===== config.mk =====
export PLATFORM = sky130hd
export DESIGN_NAME = reg_pipeline
export DESIGN_NICKNAME = d
export VERILOG_FILES = /design/src/rtl/reg_pipeline.sv
export SDC_FILE = /design/constraint.sdc
export NUM_CORES = 1
export LEC_CHECK = 0
export CAP_MARGIN = 40
export CELL_PAD_IN_SITES_DETAIL_PLACEMENT = 0
export CELL_PAD_IN_SITES_GLOBAL_PLACEMENT = 2
export CORE_AREA = 3 3 89 91
export CTS_CLUSTER_SIZE = 14
export DETAILED_ROUTE_END_ITERATION = 10
export DIE_AREA = 0 0 92 94
export PLACE_DENSITY_LB_ADDON = 0.1
export SLEW_MARGIN = 20
export SYNTH_ARGS = -nofsm -noshare
export SYNTH_HDL_FRONTEND = slang
export SYNTH_SLANG_ARGS = --single-unit
export TNS_END_PERCENT = 50

===== constraint.sdc =====
create_clock -name clk -period 2.2 [get_ports clk]
set_input_delay 0.44 -clock clk [delete_from_list [all_inputs] [get_ports clk]]
set_output_delay 0.44 -clock clk [all_outputs]
set_load 0.1 [all_outputs]

===== src/rtl/reg_pipeline.sv =====
// Multi-stage enabled shift register with per-stage valid, occupancy count and taps.
// Latency: DEPTH enabled edges from in_data to out_data; every output is a register or a decode of cnt_q.
// Backpressure: none; a stall (en=0) freezes all state and drops in_*, a full pipeline shifts its oldest entry out.
module reg_pipeline #(
    parameter int               WIDTH       = 8,
    parameter int               DEPTH       = 4,
    parameter logic [WIDTH-1:0] RESET_VALUE = '0,
    localparam int              CW          = $clog2(DEPTH + 1)
) (
    input  logic                   clk,
    input  logic                   rst_n,
    input  logic                   en,
    input  logic                   clr,
    input  logic                   load,
    input  logic [WIDTH-1:0]       load_value,
    input  logic                   in_valid,
    input  logic [WIDTH-1:0]       in_data,
    output logic                   out_valid,
    output logic [WIDTH-1:0]       out_data,
    output logic [DEPTH*WIDTH-1:0] taps,
    output logic [DEPTH-1:0]       tap_valid,
    output logic [CW-1:0]          fill_count,
    output logic                   full,
    output logic                   empty
);

    localparam logic [CW-1:0] CNT_FULL = CW'(DEPTH);

    logic [WIDTH-1:0] data_q [DEPTH];
    logic [DEPTH-1:0] valid_q;
    logic [CW-1:0]    cnt_q;

    always_ff @(posedge clk or negedge rst_n) begin
        if (!rst_n) begin
            for (int k = 0; k < DEPTH; k++) data_q[k] <= RESET_VALUE;
            valid_q <= '0;
            cnt_q   <= '0;
        end else if (clr) begin
            for (int k = 0; k < DEPTH; k++) data_q[k] <= RESET_VALUE;
            valid_q <= '0;
            cnt_q   <= '0;
        end else if (load) begin
            for (int k = 0; k < DEPTH; k++) data_q[k] <= load_value;
            valid_q <= '1;
            cnt_q   <= CNT_FULL;
        end else if (en) begin
            data_q[0]  <= in_data;
            valid_q[0] <= in_valid;
            for (int k = 1; k < DEPTH; k++) begin
                data_q[k]  <= data_q[k-1];
                valid_q[k] <= valid_q[k-1];
            end
            // Net change is -1, 0 or +1, so the count never leaves 0..DEPTH.
            if (in_valid && !valid_q[DEPTH-1])
                cnt_q <= cnt_q + CW'(1);
            else if (!in_valid && valid_q[DEPTH-1])
                cnt_q <= cnt_q - CW'(1);
        end
    end

    for (genvar k = 0; k < DEPTH; k++) begin : g_taps
        assign taps[k*WIDTH +: WIDTH] = data_q[k];
    end

    assign tap_valid  = valid_q;
    assign out_data   = data_q[DEPTH-1];
    assign out_valid  = valid_q[DEPTH-1];
    assign fill_count = cnt_q;
    assign full       = (cnt_q == CNT_FULL);
    assign empty      = (cnt_q == '0);

endmodule


==> results summary <==
The fraction of layout instances using a drive strength above 1 came out at 29.3%. The signal arrival time at the worst endpoint is 2.14 ns. The aggregate global routing overflow came out at 0. The number of cell rows is 31. The number of buffers added on ports came out at 71. The maximum number of pins on one net before global-route repair came out at 31. The largest single stage delay on the critical path is 0.43 ns. Setup repair after global routing left no endpoint under its margin. The clock skew after layout is 0.00515 ns. The count of instances resized after the clock tree is built came out at 0. The depth of the worst register-to-register path is 6. Counting the buffers created by CTS gives 5. The area overhead of the layout relative to synthesis is 40.7%.

The number of synthesized register bits came out at 39. The final critical-path required period is 1.93 ns. The total area inside the core boundary comes to 7210 µm². The routed layout has 1,409 vias. The required time of the critical path came out at 2.41 ns.

The clock-pin slew of the registers on the worst-case setup and hold paths is 0.07 ns. The worst pin sits at a relative slew slack of 67.8%. The worst setup path is captured at a flip-flop. In this run the top signal layer used is met4. The post-layout utilization of the core came out at 37.4%.

The wire length on met3 came out at 264 µm. The number of different library cells used by synthesis comes to 19. The via density per instance is 4.30. The number of antenna violations at the first check in global routing came to 0.

The final count of hold timing violations came out at 0. The total I/O pin count is 72. The first global-routing pass estimated 7570 µm of wire. The die boundary height came out at 94 µm. The detail-routed net length per standard cell is 14.5 µm. In this run the critical register-to-register path is launched from tap_valid[3].

The number of setup violations in the final report is 0. Counting every instance in the synthesized netlist gives 162. The deepest clock path buffer count came out at 2. The overall die area is 8650 µm². The number of synthesis warnings is 0. The total routing resource utilization after global routing came out at 11.4%. The critical path in this run is classified as input pin to flip-flop. The antenna violation net count after detailed routing came out at 0. The capture point of the worst path is fill_count[2]. The number of global-route vias before repair is 1,465.

Derived from the worst setup path, the maximum achievable clock frequency is 517 MHz. The top cell types in the final layout, fill and taps aside, are buf_4, dfrtp_1, mux2i_1. The number of placed instances with taps included came out at 320.

The number of DRC markers after the initial detailed-route iteration came out at 48. The HPWL reported at the end of detailed placement is 3620 µm. The reg-to-reg setup timing slack came out at 0.41 ns. The post-route DRC violation count is 0. The critical path goes through clkdlybuf4s50_1 > ha_1 > fa_1 > xnor2_1 > or3_1 > a31oi_1. The number of antenna repair diodes is 0. The most critical setup path has its startpoint at in_valid. The met1 wire length is 2150 µm.

The final wirelength is 4740 µm. The maximum resistive drop on vdd is 0.276 mV. In this run the critical register-to-register path is captured at fill_count[2].

The clock latency on the worst-skew pair is 0.28 ns. The run finished with clean final reports. The final count of pins violating max slew is 0. The number of optimization iterations in the first detailed-route pass came out at 2.

Among all stages on the critical path, the largest delay is contributed by clkdlybuf4s50_1. The clock net in this run drives a total of 39 sinks. The count of max-cap constraint violations is 0. Buffers added to address setup during post-CTS repair amount to 0. The register area share after synthesis is 50.9%. The mean instance size in the synthesized netlist is 11.8 µm². The standby leakage power is 1.32 nW. The cell sitting at the root of the clock tree is a clkbuf_8. Counting every net in the synthesized netlist gives 186. TritonCTS built the clock tree. Leaving out filler cells and counting taps, the final layout contains 328. The cell area after synthesis is 1920 µm².

The final weighted congestion in routability-driven placement is 0.684. The chip width is 92 µm. The net count of the finished layout is 252.

The min-delay analysis places its worst path in the category input pin to asynchronous set/reset pin. The fraction of the cycle the final worst path needs came out at 88.0%. The transition time at the pin with the least slew margin came out at 0.481 ns. The starting density of the core is 26.6%.

Power spread over the standard cell area amounts to 787 nW/µm². Of all nets on the critical path, the largest fanout is 2. The startpoint type of the worst setup path is an input pin. The wire length on met2 came out at 2260 µm.

The number of hold buffers added after CTS was 0. The library cell used most frequently in the layout, excluding fill and tap cells, is buf_4. The maximum level of the CTS H-tree came out at 2.
-- kinds of logic (layout without fill, tap and decap cells) --
family / after synthesis / in the layout / synth area share [%]
xor+xnor: 2 / 2 / 0.915
flops: 39 / 39 / 50.9
buf+inv: 30 / 97 / 8.62
simple gates: 6 / 6 / 2.16
fa+ha+maj: 2 / 2 / 1.70
mux: 37 / 37 / 19.4
compound gates: 46 / 46 / 16.3
-- sequential cells by signal, indices dropped and copies added (netlist names) --
signal      cells
tap_valid       4
taps           24
out_data        8
fill_count      3
-- worst min-delay path by stage --
stage	from	endpoint	slack [ns]	depth (start not counted)
3_3_place_gp	tap_valid[2]	tap_valid[3]	0.60	2
2_1_floorplan	rst_n	fill_count[0]	0.14	0
6_report	rst_n	out_data[5]	0.01	1
3_5_place_dp	rst_n	out_data[5]	0.33	1
5_1_grt	rst_n	out_data[5]	0.02	1
4_1_cts	rst_n	out_data[5]	0.006	1
-- worst max-delay path, delay by kind of cell --
kind,cells,cell delay [ns]
XOR/XNOR,1,0.15
AND/OR/NAND/NOR,1,0.31
buffers and inverters,1,0.43
adder cells (fa/ha/maj),2,0.63
AO/OA/AOI/OAI,1,0.18
-- cells in the mapped netlist --
master	number	share of area, %
a21boi_0	32	13
a21oi_1	12	3.1
a31oi_1	1	0.33
and3_1	1	0.33
buf_4	12	4.7
buf_6	1	0.59
clkbuf_1	5	0.98
clkinv_1	1	0.20
dfrtp_1	39	51
fa_1	1	1.0
ha_1	1	0.65
inv_1	11	2.2
mux2_2	1	0.59
mux2i_1	36	19
nand2b_4	1	0.72
nor3_1	3	0.78
o21ai_0	1	0.26
or3_1	1	0.33
xnor2_1	2	0.91
-- power breakdown --
group | switching, mW | internal, mW | leakage, nW
combinational | 0.635 | 0.212 | 0.775
sequential | 0.0453 | 0.767 | 0.504
clock | 0.239 | 0.222 | 0.0422
-- metal layers --
metal  up-vias  global-route usage (%)
li1        694                       -
met1       667                    13.5
met2        42                    19.3
met3         6                    3.69
met4         0                    4.08
met5         -                       0
-- layout make-up --
type	instances	area, µm²
fillers	752	4520
inverters	12	45.0
flip-flops and latches	39	976
clock inverters	1	5.00
well taps	99	124
repair buffers	77	683
clock buffers	7	76.3
multi-input cells	93	786
-- stage by stage --
step / hold WS, ns / area (µm²) / setup TNS [ns] / setup slack, ns / total power [mW]
after floorplan: 0.144 / 1930 / -0.230 / -0.122 / 1.47
after CTS: 0.00638 / 2700 / 0 / 0.281 / 2.16
final: 0.0112 / 2700 / 0 / 0.265 / 2.12
after detailed placement: 0.328 / 2610 / -0.0391 / -0.0391 / 1.68
after global placement: 0.599 / 2590 / 0 / 0.0447 / 1.67
after global routing: 0.0164 / 2700 / 0 / 0.230 / 2.22
Note: power is estimated with default switching activity, not from simulation.
